$ cat config.mk
export PLATFORM = sky130hd
export DESIGN_NAME = toggle_pulse_rx
export DESIGN_NICKNAME = d
export VERILOG_FILES = /design/src/rtl/toggle_pulse_rx.sv
export SDC_FILE = /design/constraint.sdc
export NUM_CORES = 1
export LEC_CHECK = 0
export CAP_MARGIN = 10
export CORE_AREA = 3 3 40 42
export DETAILED_ROUTE_END_ITERATION = 12
export DIE_AREA = 0 0 43 45
export REMOVE_ABC_BUFFERS = 1
export SYNTH_ARGS = -nofsm -noshare
export SYNTH_HDL_FRONTEND = slang
export SYNTH_SLANG_ARGS = --single-unit
$ cat constraint.sdc
create_clock -name clk -period 2.9 [get_ports clk]
set_input_delay 0.58 -clock clk [delete_from_list [all_inputs] [get_ports clk]]
set_output_delay 0.58 -clock clk [all_outputs]
set_load 0.01 [all_outputs]
$ cat src/rtl/toggle_pulse_rx.sv
// toggle_pulse_rx: turns toggle-line transitions into queued valid/ready events.
// Acknowledge toggle output is built only when TOGGLE_RX_ACK_EN is defined.
module toggle_pulse_rx #(
   parameter int SYNC_STAGES = 2,
   parameter int MAX_PEND    = 7,
   parameter int CW          = 3
) (
   input  logic          clk,
   input  logic          rst,
   input  logic          tog_in,
   input  logic          evt_ready,
   input  logic          ovf_clr,
   output logic          evt_valid,
   output logic [CW-1:0] pend_cnt,
   output logic          ovf,
   output logic          ack_tog
);

   logic [SYNC_STAGES-1:0] sync;
   logic                   tog_s;
   logic                   tog_d;
   logic                   edge_det;
   logic                   accept;
   logic                   full;

   always_ff @(posedge clk or posedge rst) begin
      if (rst) begin
         sync  <= '0;
         tog_d <= 1'b0;
      end else begin
         sync  <= {sync[SYNC_STAGES-2:0], tog_in};
         tog_d <= tog_s;
      end
   end

   assign tog_s     = sync[SYNC_STAGES-1];
   assign edge_det  = tog_s ^ tog_d;
   assign evt_valid = (pend_cnt != '0);
   assign accept    = evt_valid & evt_ready;
   assign full      = (pend_cnt == CW'(MAX_PEND));

   // An edge coinciding with an accept cancels out, so it never overflows
   always_ff @(posedge clk or posedge rst) begin
      if (rst) begin
         pend_cnt <= '0;
         ovf      <= 1'b0;
      end else begin
         if (edge_det && !accept && !full)
            pend_cnt <= pend_cnt + CW'(1);
         else if (accept && !edge_det)
            pend_cnt <= pend_cnt - CW'(1);

         if (edge_det && !accept && full)
            ovf <= 1'b1;
         else if (ovf_clr)
            ovf <= 1'b0;
      end
   end

`ifdef TOGGLE_RX_ACK_EN
   always_ff @(posedge clk or posedge rst) begin
      if (rst)
         ack_tog <= 1'b0;
      else if (accept)
         ack_tog <= ~ack_tog;
   end
`else
   assign ack_tog = 1'b0;
`endif

endmodule

== Yosys cells after proc, flatten, opt, wreduce, memory -nomap -nowiden ==
Index checks and enable logic that the tools add are counted.

* Register bits after elaboration: 7
* Input bits: 5
* Output and inout port bits: 6
* Logic and storage cells: 23

* Add/subtract/negate cells: 2
* Equality and inequality tests: 1
* Mux-type cells: 4
* Bitwise operators: 2
* Reduce and logical (&&, ||, !) cells: 10

{| class="wikitable"
|+ Operator list
! operator !! number
|-
| 3-bit two-way mux || 2
|-
| 1-bit logical AND || 4
|-
| 2-bit nonzero test || 2
|-
| 3-bit by 1-bit adder with 3-bit output (second input constant) || 1
|-
| 3-bit equality test (second input constant) || 1
|-
| 1-bit zero test || 3
|-
| 3-bit nonzero test || 1
|-
| 3-bit by 1-bit subtractor with 3-bit output (second input constant) || 1
|-
| 1-bit two-way mux || 2
|-
| 1-bit AND || 1
|-
| 1-bit bitwise XOR || 1
|}

== Logic depth before layout (Yosys ltp) ==
Gate-level depths: netlist (run 1).

* Word-level depth: 6
* Depth in mapped cells: 9
* Depth with buffers taken out: 8

== Least setup slack after synthesis (run 1) ==
No wires, ideal clock.

* Kind: input to register
* Start point: input port evt_ready
* End point: register pend_cnt[1]
* Arrival time: 1,973 ps
* Required time: 2,768 ps
* Path slack: 794 ps
* Stages on the path: 8
* Buffers on the path: 1
* Path through: buf_4 > o21ai_1 > a21oi_1 > or2_1 > fa_1 > o21bai_1 > a32oi_1 > nand4_1

* Longest elaborated chain between the ends: 5
* Elaborated cells on any way between the ends: 7
* Those cells by class: 1 x mux; 1 x bitwise; 5 x reduce/logical

{| class="wikitable"
|+ Ends and longest elaborated chain
! element !! RTL line !! RTL
|-
| start, declared || 11 || <nowiki>input logic evt_ready,</nowiki>
|-
| 1-bit AND * || 39 || <nowiki>assign accept = evt_valid & evt_ready;</nowiki>
|-
| 1-bit zero test || 48 || <nowiki>if (edge_det && !accept && !full)</nowiki>
|-
| 1-bit logical AND (2 in series) || 48 ||
|-
| 3-bit two-way mux / 2-bit nonzero test (equally long branches) || n/a ||
|-
| end signal, assigned || 49 || <nowiki>pend_cnt <= pend_cnt + CW'(1);</nowiki>
|-
| end signal, assigned || 51 || <nowiki>pend_cnt <= pend_cnt - CW'(1);</nowiki>
|-
| end, declared || 14 || <nowiki>output logic [CW-1:0] pend_cnt,</nowiki>
|}

Mark *: on every way between the ends. The rest lies on a longest branch, timed or not.
A chain may end at the register's enable or synchronous reset.

== Worst setup path after layout (run 1) ==
Ends and elaborated chain as after synthesis.

==> results by group, run 1 <==
Detailed routing
  – Iter 0 DRT Violations: 6
  – Uppermost routed layer: met3
  – WL met2: 447 um
  – Metal3 WL: 30 um
  – Vias per inst: 5.221
  – DR vias: 402
  – DRC Markers: 0
  – Post-DR wirelength/cell: 11.99 um
  – Antenna viol nets, final: 0
  – WL final: 923 um
  – Met1 WL: 445 um
  – Initial DRT Pass Iterations: 4

Critical path
  – CP Max Fanout: 6
  – R2R depth: 7
  – Bufs and invs on worst path: 1
  – Worst path arrival time: 2.50 ns
  – Setup crit end kind: flop
  – Top delay family on crit path: compound AO/OA/AOI/OAI gates
  – Worst r2r src: pend_cnt[1]
  – Cell Chain, Critical Path: clkdlybuf4s50_1, o21ai_1, a21oi_1, or2_1, fa_1, o21bai_1, a32oi_1, nand4_1
  – CP Data Required Time: 3.02 ns
  – R2R Setup Slk: 0.77 ns
  – Slowest-stage cell, CP: clkdlybuf4s50_1
  – Slowest cell delay on critical path: 0.51 ns
  – Reg2reg end: pend_cnt[1]
  – Critical path depth: 8
  – CP Launch Type: input port
  – Worst Setup Path Type: in2reg

Global route
  – Vias in the first global route: 398
  – Global-route wire length before repair: 1683 um
  – Largest net degree at the start of global routing: 13
  – GRT Total Usage: 0.1176
  – GRT overflow: 0
  – Antenna violations before repair: 0

Place
  – HPWL Detailed: 677.9 um
  – GPL Wtd Cong: 0.7878
  – Dpl cell area: 550.5 um^2
  – I/O Buffers: 9
  – Worst slack, placed: 0.2616 ns

Synthesis
  – Synthesis-stage register bit count: 7
  – Post-synth cell types: 28
  – Synth Area per Inst: 8.807 um^2
  – Syn Std Cell Area: 457.9 um^2
  – Synth warn: 0
  – Mapped Cells: 52
  – Sequential area share after synthesis: 0.3825

Timing
  – F_max: 0.4201 GHz
  – Final hold vios: 0
  – Max-slew violations: 0
  – Max transition margin: 0.6524
  – Setup TNS: 0 ns
  – Final setup fails: 0
  – Worst Skew: 0.005002 ns
  – Measured slew at the worst slew-check pin: 0.5196 ns
  – Final worst slack: 0.5198 ns
  – Fin crit share: 0.8208
  – Min Tclk post-route: 2.380 ns
  – Final worst hold slack: 0.3453 ns
  – RSZ-0062 raised after global routing: false

Finish
  – Antenna cells: 0
  – Most common cell after layout, fill and taps aside: clkdlybuf4s50_1
  – Commonest cells after routing, fill and taps aside: clkdlybuf4s50_1, dfrtp_1, nor2_1, inv_1
  – Number of fill cells: 133
  – Sequential cell area: 175.2 um^2
  – Post-Layout Inst Area: 576.8 um^2
  – Area grow syn2layout: 25.96%
  – Share of layout cells above drive strength 1: 0.08065
  – Nets@finish: 69
  – Multi-input combinational cell area: 244.0 um^2

Hold path
  – Hold Path Sink: sync[1]
  – Hold depth: 0
  – Worst Hold Class: reg2reg
  – Worst Hold Launch: sync[0]

CTS
  – CTS sink count: 7
  – Clock buffer depth: 2
  – CTS tree: yes
  – Clk slew on worst S/H paths: 0.05 ns
  – H-tree lvl count: 1
  – PostCTS Resize Cnt: 0
  – Worst skew pair latency: 0.25 ns
  – CTS buffer count: 3
  – Hold Buf Count CTS: 0
  – Root buf cell: clkbuf_4
  – Postcts setup bufs: 0

Die
  – Die height: 45 um
  – Core area: 0.001285 mm^2
  – Starting Density: 0.3564
  – Die W: 43 um
  – Ports: 11
  – FP Rows: 13
  – Die area: 0.001935 mm^2

Pwr
  – P_leak: 0.2352 nW
  – Cell Pwr Density: 916.4 mW/mm^2
  – Sw frac: 0.4019
  – Max VDD drop: 0.4751 mV
  – Clk network pwr share: 0.162
  – Reg power frac: 0.352
  – Logic pwr share: 0.486
  – Internal: 0.3161 mW
  – Sw power: 0.2125 mW
  – PnR Total Power: 0.5286 mW

Run status
  – Outcome: complete, no violations

Flow run
  – Max cap viols: 0
## cell families (layout without fill, tap and decap cells)
logic type / after synthesis / in the layout / synth area share
xor+xnor: 3 / 3 / 0.07379
other cells: 1 / 1 / 0.008189
simple gates: 17 / 17 / 0.1913
buf+inv: 8 / 18 / 0.08466
fa+ha+maj: 1 / 1 / 0.04372
compound gates: 15 / 15 / 0.2159
flops: 7 / 7 / 0.3825
## synth_stat cells
library cell	n	area (um^2)
a211o_1	1	8.760
a211oi_1	1	7.510
a21oi_1	2	10.01
a31oi_1	2	12.51
a32oi_1	2	17.52
and2_0	1	6.260
buf_4	2	15.01
clkbuf_1	1	3.750
clkbuf_2	1	5.000
conb_1	1	3.750
dfrtp_1	7	175.2
fa_1	1	20.02
inv_1	4	15.01
nand2_1	2	7.510
nand3_1	3	15.01
nand4_1	3	18.77
nor2_1	4	15.01
nor2b_1	2	12.51
o211ai_1	1	7.510
o21ai_0	2	10.01
o21ai_1	1	5.000
o21bai_1	1	7.510
o22ai_1	2	12.51
or2_1	1	6.260
or3_1	1	6.260
xnor2_1	1	8.760
xnor2_2	1	16.27
xor2_1	1	8.760
## power by group through the flow
stage	combinational, mW	sequential (mW)	clock (mW)
6_report	0.257	0.186	0.0857
5_1_grt	0.292	0.195	0.0958
4_1_cts	0.259	0.186	0.0910
3_5_place_dp	0.259	0.188	0
3_3_place_gp	0.255	0.188	0
2_1_floorplan	0.159	0.185	0
## per-layer routing
layer  track usage  up-vias
li1              -      205
met1        0.1485      189
met2        0.1796        8
met3       0.03586        0
met4       0.06627        0
met5             0        -
## flip-flops by register name (all words and copies together), names as in the netlist
register	count
sync	2
tog_d	1
pend_cnt	3
ovf	1
## layout make-up
type	count	share of cell area
clock buffers	4	0.04555
inverters	4	0.02603
multi-input cells	37	0.4230
flip-flops and latches	7	0.3037
well taps	15	0.03254
repair buffers	10	0.1692
## worst max path at each step
stage / slack [ns] / from / to
after detailed placement: 0.26 / evt_ready / pend_cnt[1]
after global routing: 0.39 / evt_ready / pend_cnt[1]
after floorplan: 0.92 / pend_cnt[1] / pend_cnt[1]
final: 0.52 / evt_ready / pend_cnt[1]
after CTS: 0.52 / evt_ready / pend_cnt[1]
after global placement: 0.28 / evt_ready / pend_cnt[1]
## per-stage QoR
step,utilization,std cells
final,0.4489,77
after global routing,0.4489,77
after CTS,0.4489,77
after detailed placement,0.4284,73
after global placement,0.4284,73
after floorplan,-,48
(Power assumes the default switching activity.)
==> run 2: changes to the inputs <==
- clock period: 2.9 -> 1.9 ns (I/O delays scaled with it)
==> run 2 against run 1 <==
The flow now finishes with violations (negative setup slack). Sequential share of layout area shrank 4.2 points. Critical path depth is 1 lower. Final cell count is 16% higher. Flip-flop and latch count unchanged. Clock power up 58%. Wire length increased by 17%. Non-clock buffer count increased by 12. First-iteration DRC count rose by 33%. Critical endpoint unchanged. Clock skew increased by 0.0019 ns. Register-to-register slack lost 0.77 ns. Highest routed layer is now met4. Via count is 18% higher.
==> results by group, run 2 (synthesis gave the netlist of run 1 again) <==
Critical path
  – Worst Setup Path Type: reg2reg
  – CP Launch Type: flop
  – Setup crit end kind: flop
  – CP Max Fanout: 4 (-2)
  – CP Data Required Time: 2.03 ns (-0.99 ns)
  – Worst path arrival time: 2.03 ns (-0.47 ns)

Timing
  – Min Tclk post-route: 1.900 ns
  – Final worst hold slack: 0.3359 ns (-0.009407 ns)
  – F_max: 0.5262 GHz
  – Max-slew violations: 0 (unchanged)
  – Final setup fails: 1 (+1)
  – RSZ-0062 raised after global routing: true
  – Setup TNS: -0.0002782 ns (-0.0002782 ns)
  – Final hold vios: 0 (unchanged)
  – Worst Skew: 0.006935 ns (+0.001933 ns)
  – Final worst slack: -0.0002782 ns (-0.5201 ns)
  – Fin crit share: 1.000

Place
  – GPL Wtd Cong: 0.8026 (+1.9%)
  – HPWL Detailed: 813.9 um (+20%)
  – Worst slack, placed: -0.3992 ns (-0.6608 ns)
  – I/O Buffers: 9 (unchanged)
  – Dpl cell area: 625.6 um^2 (+14%)
  – Placed cells: 83 (+14%)

CTS
  – Clk slew on worst S/H paths: 0.05 ns (about the same)
  – Clock buffer depth: 2 (unchanged)
  – H-tree lvl count: 1 (unchanged)
  – CTS sink count: 7 (unchanged)
  – Worst skew pair latency: 0.26 ns (about the same)
  – CTS buffer count: 3 (unchanged)
  – Hold Buf Count CTS: 0 (unchanged)
  – CTS tree: yes
  – Root buf cell: clkbuf_4

Finish
  – Share of layout cells above drive strength 1: 0.2568 (+0.1761)
  – Area grow syn2layout: 46.45%
  – Reg with most FFs: pend_cnt
  – Leading registers by flop count: pend_cnt x3, sync x2
  – Max reg flops: 3 (unchanged)
  – Final core occ: 0.5219 (+0.07303)
  – Fin cells: 89 (+16%)
  – Most common cell after layout, fill and taps aside: buf_4
  – Antenna cells: 0 (unchanged)
  – Number of fill cells: 118 (-11%)
  – Post-Layout Inst Area: 670.6 um^2 (+16%)
  – Nets@finish: 81 (+17%)
  – Commonest cells after routing, fill and taps aside: buf_4, clkdlybuf4s50_1, dfrtp_1

Detailed routing
  – Vias per inst: 5.326 (+2.0%)
  – Iter 0 DRT Violations: 8 (+2)
  – Antenna viol nets, final: 0 (unchanged)
  – DR vias: 474 (+18%)
  – Post-DR wirelength/cell: 12.18 um (+1.6%)
  – WL final: 1084 um (+17%)
  – Initial DRT Pass Iterations: 4 (unchanged)
  – DRC Markers: 0 (unchanged)

Global route
  – Antenna violations before repair: 0 (unchanged)
  – Vias in the first global route: 416 (+4.5%)
  – Largest net degree at the start of global routing: 13 (unchanged)
  – GRT Total Usage: 0.1365 (+0.01883)
  – Global-route wire length before repair: 1856 um (+10%)
  – GRT overflow: 0 (unchanged)

Pwr
  – P_leak: 0.2924 nW (+24%)
  – Max VDD drop: 0.7483 mV (+57%)
  – Cell Pwr Density: 1453 mW/mm^2 (+59%)
  – PnR Total Power: 0.9744 mW (+84%)

Die
  – FP Rows: 13 (unchanged)
  – Core area: 0.001285 mm^2 (unchanged)
  – Die height: 45 um (unchanged)
  – Starting Density: 0.3564 (unchanged)
  – Die area: 0.001935 mm^2 (unchanged)
  – Die W: 43 um (unchanged)
  – Ports: 11 (unchanged)

Hold path
  – Worst Hold Class: in2async

Run status
  – Outcome: complete, but fails checks
  – Failing checks: negative setup slack

Flow run
  – Max cap viols: 0 (unchanged)
[run 2: cell types whose count changed in the layout (fill, tap and decap cells not counted), sizes merged]
| cell | change |
|---|---|
| dlygate4sd2 | +2 |
| clkdlybuf4s50 | -2 |
| buf | +12 |
[run 2: path summary, 6_finish.rpt]
| path | cells past startpoint | slack, ns | start | end |
|---|---|---|---|---|
| setup / recovery | 7 | -0.0003 | pend_cnt[1] | pend_cnt[1] |
| hold / removal | 2 | 0.34 | rst | tog_d |
| setup reg to reg | 7 | -0.0003 | pend_cnt[1] | pend_cnt[1] |
| hold reg to reg | 0 | 0.34 | sync[0] | sync[1] |
| max in group asynchronous | 2 | 1.35 | rst | sync[0] |
| min in group clk | 0 | 0.34 | sync[0] | sync[1] |
[run 2: area by class of cell]
cell class / instances / area [um^2] / share of cell area
flip-flops and latches: 7 / 175.2 / 0.2612
repair buffers: 22 / 185.2 / 0.2761
clock buffers: 4 / 26.28 / 0.03918
inverters: 4 / 15.01 / 0.02239
multi-input cells: 37 / 250.2 / 0.3731
well taps: 15 / 18.77 / 0.02799
[run 2: report_power, final]
part / switching [mW] / internal (mW)
Sequential: 0.0346 / 0.191
Clock: 0.0547 / 0.0801
Combinational: 0.283 / 0.331
[run 2: worst max-delay path, stage by stage (launching register included)]
cell and delay [ns]:
dfrtp_1 0.41, o21ai_2 0.16, a21oi_1 0.08, or2_1 0.22, fa_2 0.45, o21bai_1 0.17, a32oi_1 0.17, nand4_1 0.10
[run 2: routing by layer]
layer,share of wire,vias to the layer above,track usage
met5,0,-,0
met4,0.042,0,0.1084
met3,0.054,7,0.04781
met2,0.44,17,0.2006
met1,0.46,220,0.1621
li1,-,230,-
[run 2: what timing repair did]
action                     in CTS  in global routing
setup endpoints to repair       3                  2
resized for setup               3                  1
pin swaps                       2                  4
buffers inserted                1                  1
